$ cat src/rtl/wb_switch_pkg.sv
// Shared types and constants for the Wishbone single-master switch.
package wb_switch_pkg;

  localparam int unsigned CNT_W = 16;

  typedef enum logic [1:0] {
    IDLE = 2'd0,
    BUSY = 2'd1,
    RESP = 2'd2
  } state_e;

endpackage

$ cat src/rtl/wb_switch_pipe_addr_decode.sv
// Priority address decoder: the lowest-index mapped slave whose masked address
// matches wins; the last slave catches every unmatched address.
module wb_addr_decode #(
  parameter int unsigned           NSLAVES  = 9,
  parameter int unsigned           AW       = 20,
  parameter logic [NSLAVES*AW-1:0] SLV_ADDR = '0,
  parameter logic [NSLAVES*AW-1:0] SLV_MASK = '0
) (
  input  logic [AW:1]        adr_i,
  output logic [NSLAVES-1:0] sel_oh_c
);

  // Walk from the highest mapped index down so the lowest match overwrites last.
  always_comb begin
    sel_oh_c              = '0;
    sel_oh_c[NSLAVES-1]   = 1'b1;
    for (int i = int'(NSLAVES) - 2; i >= 0; i--) begin
      if ((adr_i & SLV_MASK[i*AW +: AW]) == SLV_ADDR[i*AW +: AW]) begin
        sel_oh_c    = '0;
        sel_oh_c[i] = 1'b1;
      end
    end
  end

endmodule

$ cat src/rtl/wb_switch_pipe.sv
// Registered single-master to NSLAVES Wishbone switch with priority decode.
// Optional ack watchdog enabled by defining WB_SWITCH_TIMEOUT_EN.
module wb_switch_pipe
  import wb_switch_pkg::*;
#(
  parameter int unsigned           NSLAVES  = 9,
  parameter int unsigned           AW       = 20,
  parameter int unsigned           DW       = 16,
  parameter logic [NSLAVES*AW-1:0] SLV_ADDR = '0,
  parameter logic [NSLAVES*AW-1:0] SLV_MASK = '0,
  parameter int unsigned           TIMEOUT  = 255
) (
  input  logic                  wb_clk_i,
  input  logic                  wb_rst_i,
  input  logic [DW-1:0]         m_dat_i,
  output logic [DW-1:0]         m_dat_o,
  input  logic [AW:1]           m_adr_i,
  input  logic [DW/8-1:0]       m_sel_i,
  input  logic                  m_we_i,
  input  logic                  m_cyc_i,
  input  logic                  m_stb_i,
  output logic                  m_ack_o,
  input  logic [NSLAVES*DW-1:0] s_dat_i,
  output logic [DW-1:0]         s_dat_o,
  output logic [AW:1]           s_adr_o,
  output logic [DW/8-1:0]       s_sel_o,
  output logic                  s_we_o,
  output logic [NSLAVES-1:0]    s_cyc_o,
  output logic [NSLAVES-1:0]    s_stb_o,
  input  logic [NSLAVES-1:0]    s_ack_i,
  output logic                  timeout_o
);

  localparam int unsigned SW = DW / 8;

  if ((NSLAVES < 2) || (NSLAVES > 16) || ((DW % 8) != 0) ||
      (TIMEOUT < 1) || (TIMEOUT > 65535)) begin : g_bad_cfg
    $error("wb_switch_pipe: illegal parameter combination");
  end

  state_e               state_q, state_d;
  logic [NSLAVES-1:0]   s_stb_q, s_stb_d;
  logic [AW:1]          s_adr_q, s_adr_d;
  logic [SW-1:0]        s_sel_q, s_sel_d;
  logic [DW-1:0]        s_dat_q, s_dat_d;
  logic                 s_we_q,  s_we_d;
  logic [DW-1:0]        m_dat_q, m_dat_d;
  logic                 m_ack_q, m_ack_d;

  logic [NSLAVES-1:0]   sel_oh_c;
  logic                 ack_hit_c;
  logic [DW-1:0]        ack_dat_c;
  logic                 timeout_hit_c;

  wb_addr_decode #(
    .NSLAVES  (NSLAVES),
    .AW       (AW),
    .SLV_ADDR (SLV_ADDR),
    .SLV_MASK (SLV_MASK)
  ) u_decode (
    .adr_i    (m_adr_i),
    .sel_oh_c (sel_oh_c)
  );

  // s_stb_q is only non-zero in BUSY, so it also masks acks from idle slaves.
  assign ack_hit_c = |(s_ack_i & s_stb_q);

  always_comb begin
    ack_dat_c = '0;
    for (int i = 0; i < int'(NSLAVES); i++) begin
      if (s_stb_q[i]) ack_dat_c = s_dat_i[i*DW +: DW];
    end
  end

`ifdef WB_SWITCH_TIMEOUT_EN
  logic [CNT_W-1:0] cnt_q, cnt_d;
  logic             timeout_q, timeout_d;

  // Counter sits at zero outside BUSY, so it is clear on every BUSY entry.
  always_comb begin
    cnt_d         = '0;
    timeout_hit_c = 1'b0;
    if (state_q == BUSY) begin
      cnt_d         = cnt_q + CNT_W'(1);
      timeout_hit_c = (cnt_q == CNT_W'(TIMEOUT - 1));
    end
    timeout_d = timeout_hit_c & m_cyc_i & ~ack_hit_c;
  end

  always_ff @(posedge wb_clk_i) begin
    if (wb_rst_i) begin
      cnt_q     <= '0;
      timeout_q <= 1'b0;
    end else begin
      cnt_q     <= cnt_d;
      timeout_q <= timeout_d;
    end
  end

  assign timeout_o = timeout_q;
`else
  assign timeout_hit_c = 1'b0;
  assign timeout_o     = 1'b0;
`endif

  // Next-state and registered-output logic.
  always_comb begin
    state_d = state_q;
    s_stb_d = s_stb_q;
    s_adr_d = s_adr_q;
    s_sel_d = s_sel_q;
    s_dat_d = s_dat_q;
    s_we_d  = s_we_q;
    m_dat_d = m_dat_q;
    m_ack_d = 1'b0;

    unique case (state_q)
      IDLE: begin
        if (m_cyc_i && m_stb_i && !m_ack_q) begin
          state_d = BUSY;
          s_stb_d = sel_oh_c;
          s_adr_d = m_adr_i;
          s_sel_d = m_sel_i;
          s_dat_d = m_dat_i;
          s_we_d  = m_we_i;
        end
      end
      BUSY: begin
        if (!m_cyc_i) begin
          state_d = IDLE;
          s_stb_d = '0;
        end else if (ack_hit_c) begin
          state_d = RESP;
          s_stb_d = '0;
          m_dat_d = ack_dat_c;
          m_ack_d = 1'b1;
        end else if (timeout_hit_c) begin
          state_d = RESP;
          s_stb_d = '0;
          m_dat_d = '1;
        end
      end
      RESP: begin
        // Timeout entry arrives with m_ack_q low and acks one cycle later.
        if (m_ack_q) state_d = IDLE;
        else         m_ack_d = 1'b1;
      end
      default: begin
        state_d = IDLE;
        s_stb_d = '0;
      end
    endcase
  end

  always_ff @(posedge wb_clk_i) begin
    if (wb_rst_i) begin
      state_q <= IDLE;
      s_stb_q <= '0;
      s_adr_q <= '0;
      s_sel_q <= '0;
      s_dat_q <= '0;
      s_we_q  <= 1'b0;
      m_dat_q <= '0;
      m_ack_q <= 1'b0;
    end else begin
      state_q <= state_d;
      s_stb_q <= s_stb_d;
      s_adr_q <= s_adr_d;
      s_sel_q <= s_sel_d;
      s_dat_q <= s_dat_d;
      s_we_q  <= s_we_d;
      m_dat_q <= m_dat_d;
      m_ack_q <= m_ack_d;
    end
  end

  assign s_stb_o = s_stb_q;
  assign s_cyc_o = s_stb_q;
  assign s_adr_o = s_adr_q;
  assign s_sel_o = s_sel_q;
  assign s_dat_o = s_dat_q;
  assign s_we_o  = s_we_q;
  assign m_dat_o = m_dat_q;
  assign m_ack_o = m_ack_q;

endmodule

$ cat config.mk
export PLATFORM = sky130hd
export DESIGN_NAME = wb_switch_pipe
export DESIGN_NICKNAME = d
export VERILOG_FILES = /design/src/rtl/wb_switch_pkg.sv /design/src/rtl/wb_switch_pipe_addr_decode.sv /design/src/rtl/wb_switch_pipe.sv
export SDC_FILE = /design/constraint.sdc
export NUM_CORES = 1
export LEC_CHECK = 0
export CAP_MARGIN = 10
export CORE_AREA = 2 2 105 107
export CTS_CLUSTER_SIZE = 28
export DETAILED_ROUTE_END_ITERATION = 10
export DIE_AREA = 0 0 107 109
export PLACE_DENSITY_LB_ADDON = 0.2
export SYNTH_ARGS = -nofsm -noshare
export SYNTH_HDL_FRONTEND = slang
export SYNTH_SLANG_ARGS = --single-unit
$ cat constraint.sdc
create_clock -name wb_clk_i -period 1.6 [get_ports wb_clk_i]
set_clock_uncertainty 0.05 [all_clocks]
set_input_delay 0.4 -clock wb_clk_i [delete_from_list [all_inputs] [get_ports wb_clk_i]]
set_output_delay 0.4 -clock wb_clk_i [all_outputs]
set_load 0.01 [all_outputs]
==> results of run 1 <==
==> per-stage QoR <==
step	cell area (um^2)	setup slack, ps
final	3780	86.4
after global routing	3780	6.22
after CTS	3760	63.1
after detailed placement	3670	-291
after global placement	3670	-283
after floorplan	2400	152
==> cell usage in the layout, fill, tap and decap left out, types with 2 or more instances in the layout <==
cell / synthesis / layout
sky130_fd_sc_hd__nand2_1: 111 / 111
sky130_fd_sc_hd__dfxtp_1: 59 / 59
sky130_fd_sc_hd__dlygate4sd2_1: 0 / 58
sky130_fd_sc_hd__clkdlybuf4s50_1: 0 / 57
sky130_fd_sc_hd__a21oi_1: 45 / 45
sky130_fd_sc_hd__conb_1: 1 / 17
sky130_fd_sc_hd__clkbuf_8: 0 / 11
sky130_fd_sc_hd__a21oi_2: 10 / 10
sky130_fd_sc_hd__buf_4: 19 / 10
sky130_fd_sc_hd__buf_12: 0 / 4
sky130_fd_sc_hd__inv_1: 3 / 3
sky130_fd_sc_hd__a211oi_1: 3 / 3
sky130_fd_sc_hd__ha_1: 3 / 3
sky130_fd_sc_hd__clkinv_2: 0 / 3
sky130_fd_sc_hd__nor3b_1: 2 / 2
==> how the worst min path moves through the flow <==
| stage | to |
|---|---|
| 6_report | s_adr_o[8] |
| 5_1_grt | s_adr_o[3] |
| 4_1_cts | s_dat_o[0] |
| 3_5_place_dp | s_dat_o[0] |
| 3_3_place_gp | m_dat_o[13] |
| 2_1_floorplan | state_q[0] |
==> flip-flops by register name (all words and copies together), names as in the netlist <==
register / cells
s_dat_o: 16
s_we_o: 1
s_sel_o: 2
state_q: 2
m_ack_o: 1
s_cyc_o: 1
m_dat_o: 16
s_adr_o: 20
==> timing repair <==
| item | 4_1_cts | 5_1_grt |
|---|---|---|
| endpoints found under the setup margin | 58 | 3 |
| pin swaps | 0 | 0 |
| buffers inserted | 0 | 0 |
| resized for setup | 58 | 3 |
==> cell type report <==
type / instances / area, um^2
clock inverters: 3 / 15.0
flip-flops and latches: 59 / 1180
clock buffers: 11 / 151
multi-input cells: 205 / 981
inverters: 3 / 11.3
fillers: 1137 / 6830
repair buffers: 132 / 1260
well taps: 140 / 175
==> metal layers <==
layer  GRT usage, %  up-vias
met5              0        -
met4           6.12        0
met3           6.16        4
met2           18.0       89
met1           15.9     1037
li1               -     1138
==> kinds of logic after synthesis <==
family	synth area share (%)
simple gates	21.5
compound gates	15.4
flops	50.5
buf+inv	10.4
fa+ha+maj	1.61
mux	0.428
other cells	0.160
==> power breakdown <==
group / switching, uW / internal [uW] / total (uW)
logic: 391 / 405 / 796
clock network: 576 / 621 / 1200
registers: 56.8 / 1570 / 1630
total: 1020 / 2600 / 3620
==> worst register-to-register path, cell delays in order (launching register included) <==
cell and delay (ps):
sky130_fd_sc_hd__dfxtp_1 370, sky130_fd_sc_hd__inv_1 70, sky130_fd_sc_hd__ha_1 220, sky130_fd_sc_hd__and4b_1 270
sky130_fd_sc_hd__buf_12 170, sky130_fd_sc_hd__nand2_1 160, sky130_fd_sc_hd__a21oi_2 70
==> Yosys cell counts <==
cell / instances
sky130_fd_sc_hd__and2_1: 1
sky130_fd_sc_hd__nor3b_1: 2
sky130_fd_sc_hd__inv_1: 3
sky130_fd_sc_hd__mux2i_1: 1
sky130_fd_sc_hd__conb_1: 1
sky130_fd_sc_hd__a211oi_1: 3
sky130_fd_sc_hd__buf_4: 19
sky130_fd_sc_hd__and4_1: 1
sky130_fd_sc_hd__nand3b_1: 1
sky130_fd_sc_hd__or2b_1: 1
sky130_fd_sc_hd__buf_2: 8
sky130_fd_sc_hd__nand2b_1: 1
sky130_fd_sc_hd__nand4b_1: 1
sky130_fd_sc_hd__o31ai_1: 1
sky130_fd_sc_hd__nand2_1: 111
sky130_fd_sc_hd__a221oi_1: 1
sky130_fd_sc_hd__nand4_1: 1
sky130_fd_sc_hd__clkbuf_1: 7
sky130_fd_sc_hd__nor2b_1: 1
sky130_fd_sc_hd__and4b_1: 1
sky130_fd_sc_hd__buf_6: 2
sky130_fd_sc_hd__a211o_1: 1
sky130_fd_sc_hd__a21oi_2: 10
sky130_fd_sc_hd__nor2_1: 1
sky130_fd_sc_hd__a21oi_1: 45
sky130_fd_sc_hd__ha_1: 3
sky130_fd_sc_hd__dfxtp_1: 59
==> Implementation_results.wiki, run 1 <==
{| class="wikitable"
! Metric !! Value
|-
| Total congestion overflow || 0
|-
| Number of buffers and inverters on the critical path || 1
|-
| Relative area change from synthesis to final layout || 61.5%
|-
| FF+latch count, synth || 59
|-
| Crit-path leading delay family || flip-flops
|-
| Routed length on met2 || 2990 um
|-
| Number of buffers on the longest clock path || 2
|-
| Setup TNS || 0 ps
|-
| Capture instance of the worst register-to-register path || s_dat_o[5]
|-
| Final worst path period share || 94.6%
|-
| Core Box Area || 10600 um^2
|-
| Sequential-to-total area share from yosys stat || 50.5%
|-
| Number of synthesis warnings || 0
|-
| Kind of critical path || register to output port
|-
| Number of buffers created by CTS || 9
|-
| Maximum Capacitance Violations || 0
|-
| Global-route wire length before repair || 11100 um
|-
| Fraction of layout instances using a drive strength above 1 || 9.93%
|-
| CP arrival || 1060 ps
|-
| Final GP Congestion || 0.795
|-
| Floorplan row count || 38
|-
| Non-filler cells in the finished layout || 553
|-
| Clock Sink Count || 59
|-
| Element type at the critical path start || register
|-
| DRT antenna net count || 0
|-
| Clock latency reported for the late side of the worst-skew pair || 330 ps
|-
| Worst Path Required || 1150 ps
|-
| Boundary pin count || 271
|-
| Avg Synthesized Cell Area || 8.15 um^2
|-
| CP Cell Sequence || dlygate4sd2_1
|-
| Total leakage power || 0.00164 uW
|-
| Share of Yosys cell area claimed by the top area cell type || 50.5%
|-
| Crit-path max FO || 6
|-
| Highest routed layer || met4
|-
| Start point of the worst min-delay path || s_adr_o[8]
|-
| Power per standard cell area || 958 nW/um^2
|-
| Post-synthesis cell type count || 27
|-
| Diode count || 0
|-
| Final routed wire length divided by cell count || 13.0 um
|-
| Via count of the first global-routing pass || 2225
|-
| Placed wire-length estimate after detailed placement || 5220 um
|-
| Final routed DRC violation total || 0
|-
| Hold_buf cts || 0
|-
| Initial Util || 22.1%
|-
| Worst voltage drop across the vdd grid || 295 uV
|-
| Amount of wire on met3 after detailed routing || 826 um
|-
| Crit. path cell count || 1
|-
| FF-to-FF Start || state_q[0]
|-
| Antenna violations before repair || 0
|-
| Routed via count || 2268
|-
| Worst R2R Setup Slack || 100 ps
|-
| FF-to-FF path depth || 6
|-
| Post-synthesis instance total || 287
|-
| Metal1 wirelength || 3320 um
|-
| Tightest hold margin || 400 ps
|-
| Master of the slowest instance on the critical path || sky130_fd_sc_hd__dfxtp_1
|-
| Number of vias per cell after detailed routing || 4.10
|-
| Initial DRC count || 61
|-
| Floorplan die area || 11700 um^2
|-
| Post-synthesis cell type with the largest combined area || sky130_fd_sc_hd__dfxtp_1
|-
| Total of endpoints with negative setup slack in the final report || 0
|-
| Die Wd || 107 um
|-
| Final core utilization || 35.6%
|-
| RSZ-0062 raised after global routing || no
|-
| Total routing usage reported by global routing || 12.6%
|-
| H-tree Lvls || 3
|-
| Critical Path End || s_stb_o[0]
|-
| Nets@finish || 609
|-
| Hold WC Path Type || register to register
|-
| Type of element capturing the critical path || output port
|-
| Peak per-stage delay on the critical path || 420 ps
|-
| Cell count after placement || 539
|-
| DRT Wirelength || 7190 um
|-
| Final count of hold timing violations || 0
|-
| Port Buf Inserts || 117
|-
| Post-synthesis cell area || 2340 um^2
|-
| Chip height || 109 um
|-
| Clock tree from TritonCTS || built
|-
| Achievable clock frequency || 661 MHz
|-
| Total power draw || 3620 uW
|-
| Depth of the worst hold-timing path || 2
|-
| Run status || completed
|-
| Clock period minus final worst setup slack || 1510 ps
|-
| Number of detailed-routing iterations run before antenna repair || 4
|-
| Startpoint of the worst setup timing path || s_cyc_o[0]
|-
| Library cell used as clock root buffer || sky130_fd_sc_hd__clkbuf_8
|-
| Main area contributors after synthesis || sky130_fd_sc_hd__dfxtp_1 51%, sky130_fd_sc_hd__nand2_1 18%, sky130_fd_sc_hd__a21oi_1 9.6%
|-
| Final Slew Violations || 0
|-
| Pin count of the biggest net entering global routing || 36
|-
| Clock-pin slew reported for the worst setup and hold paths after clock tree synthesis || 70 ps
|}
Power figures use the tool's default switching activity.
==> inputs of run 2 (changes only) <==
SKIP_LAST_GASP = 1   (was not set)
SLEW_MARGIN = 30   (was not set)
==> run 2 against run 1 <==
  * Maximum frequency down 2.0%
  * Via count unchanged
  * Non-clock buffer count is the same
  * Global-route usage did not move
  * Sequential power hardly changed
  * Sequential share of layout area barely moved
  * Worst hold slack is the same
  * Core utilization about the same
  * Critical path depth is 4 higher
  * Combinational power barely moved
  * Die area did not move
  * Critical endpoint is now s_dat_o[5]
  * Largest cell class unchanged
==> Implementation_results.wiki, run 2 (synthesis gave the netlist of run 1 again) <==
{| class="wikitable"
! Metric !! Value
|-
| Run status || completed
|-
| CP arrival || 1770 ps
|-
| Clock latency reported for the late side of the worst-skew pair || 330 ps
|-
| Placed wire-length estimate after detailed placement || 5220 um
|-
| Max reg flops || 20
|-
| Total leakage power || 0.00163 uW
|-
| Initial DRC count || 62
|-
| Worst Path Required || 1820 ps
|-
| Die Wd || 107 um
|-
| Chip height || 109 um
|-
| Hold_buf cts || 0
|-
| Combined area of the multi-input logic cells || 981 um^2
|-
| Part of the power in the clock network || 33.1%
|-
| Highest routed layer || met4
|-
| Final count of hold timing violations || 0
|-
| Library cell used as clock root buffer || sky130_fd_sc_hd__clkbuf_8
|-
| Boundary pin count || 271
|-
| Initial Util || 22.1%
|-
| Antenna violations before repair || 0
|-
| Non-filler cells in the finished layout || 553
|-
| Hold WC Path Type || register to register
|-
| Element type at the critical path start || primary input
|-
| Number of post-CTS setup repair buffers || 0
|-
| Most used cells in the layout excluding fill and tap cells || 111 x sky130_fd_sc_hd__nand2_1, 59 x sky130_fd_sc_hd__dfxtp_1, 58 x sky130_fd_sc_hd__clkdlybuf4s50_1, 58 x sky130_fd_sc_hd__dlygate4sd2_1, 45 x sky130_fd_sc_hd__a21oi_1
|-
| Diode count || 0
|-
| Relative area change from synthesis to final layout || 61.4%
|-
| Share of total power in sequential cells || 44.9%
|-
| Number of detailed-routing iterations run before antenna repair || 4
|-
| Routed via count || 2268
|-
| Core Box Area || 10600 um^2
|-
| Fraction of layout instances using a drive strength above 1 || 9.93%
|-
| Number of buffers on the longest clock path || 2
|-
| Final routed DRC violation total || 0
|-
| Final GP Congestion || 0.795
|-
| Number of buffers created by CTS || 9
|-
| Total routing usage reported by global routing || 12.6%
|-
| H-tree Lvls || 3
|-
| Amount of wire on met3 after detailed routing || 826 um
|-
| Metal1 wirelength || 3320 um
|-
| Final worst path period share || 96.5%
|-
| Achievable clock frequency || 648 MHz
|-
| Routed length on met2 || 2990 um
|-
| Worst R2R Setup Slack || 100 ps
|-
| Floorplan row count || 38
|-
| Nets@finish || 609
|-
| DRT antenna net count || 0
|-
| Total congestion overflow || 0
|-
| Combinational fraction of design power || 22.0%
|-
| Number of vias per cell after detailed routing || 4.10
|-
| Floorplan die area || 11700 um^2
|-
| Most common cell after layout, fill and taps aside || sky130_fd_sc_hd__nand2_1
|-
| Number of gates given a new drive strength after cts || 58
|-
| DRT Wirelength || 7200 um
|-
| Register cell area after layout || 1180 um^2
|-
| Crit-path max FO || 23
|-
| Kind of critical path || primary input to register
|-
| Clock tree from TritonCTS || built
|-
| Type of element capturing the critical path || register
|-
| Final routed wire length divided by cell count || 13.0 um
|-
| Maximum Capacitance Violations || 0
|-
| Port Buf Inserts || 117
|-
| Cell count after placement || 539
|-
| Switching Share || 28.3%
|-
| Clock-pin slew reported for the worst setup and hold paths after clock tree synthesis || 70 ps
|-
| RSZ-0062 raised after global routing || yes
|-
| Via count of the first global-routing pass || 2225
|-
| Final Slew Violations || 0
|-
| Pin count of the biggest net entering global routing || 36
|-
| Power per standard cell area || 959 nW/um^2
|-
| Clock period minus final worst setup slack || 1540 ps
|-
| Final core utilization || 35.6%
|-
| Number of fillers in the final layout || 1136
|-
| Internal || 2600 uW
|-
| Total of endpoints with negative setup slack in the final report || 0
|-
| Global-route wire length before repair || 11100 um
|-
| Worst voltage drop across the vdd grid || 295 uV
|-
| Psw || 1020 uW
|-
| Clock Sink Count || 59
|}
## run 2: through the flow
stage          hold slack [ps]  setup TNS (ps)  power (uW)  cell area [um^2]  setup WS (ps)
2_1_floorplan              415               0        2070              2400            152
3_3_place_gp               391          -11590        2520              3670           -283
3_5_place_dp               396          -11980        2520              3670           -291
4_1_cts                    404               0        3690              3760           63.1
5_1_grt                    419           -2.34        3850              3770          -2.34
6_report                   400               0        3620              3770           55.8
## run 2: power groups by stage
stage / clock (uW) / sequential (uW) / combinational, uW
floorplan: 0 / 1690 / 380
global placement: 0 / 1660 / 857
detailed placement: 0 / 1660 / 858
CTS: 1260 / 1630 / 800
global route: 1320 / 1640 / 888
finish: 1200 / 1630 / 797
## run 2: worst max-delay path, cell delays in order
cell	delay, ps
sky130_fd_sc_hd__clkdlybuf4s50_1	570
sky130_fd_sc_hd__and4b_1	320
sky130_fd_sc_hd__buf_12	190
sky130_fd_sc_hd__nand2_1	140
sky130_fd_sc_hd__a21oi_2	140
## run 2: worst paths after layout
path              start    endpoint  depth (start not counted)
max             m_cyc_i  s_dat_o[5]                          5
min          s_adr_o[8]  s_adr_o[8]                          2
max reg2reg  state_q[0]  s_dat_o[5]                          6
min reg2reg  s_adr_o[8]  s_adr_o[8]                          2
## run 2: layout make-up
type,instances,share of cell area [%]
clock buffer,11,4.01
clock inverter,3,0.398
inverter,3,0.298
multi-input combinational,205,26.0
sequential,59,31.3
tap,140,4.64
timing repair buffer,132,33.4
## run 2: layer usage
layer | global-route usage [%] | vias to the layer above
li1 | - | 1138
met1 | 15.9 | 1037
met2 | 18.0 | 89
met3 | 6.16 | 4
met4 | 6.12 | 0
met5 | 0 | -
==> inputs of run 3 (changes only) <==
GPL_ROUTABILITY_DRIVEN = 0   (was not set)
==> results of run 3 <==
No change in the layout: final DEF, timing and power equal those of run 2.
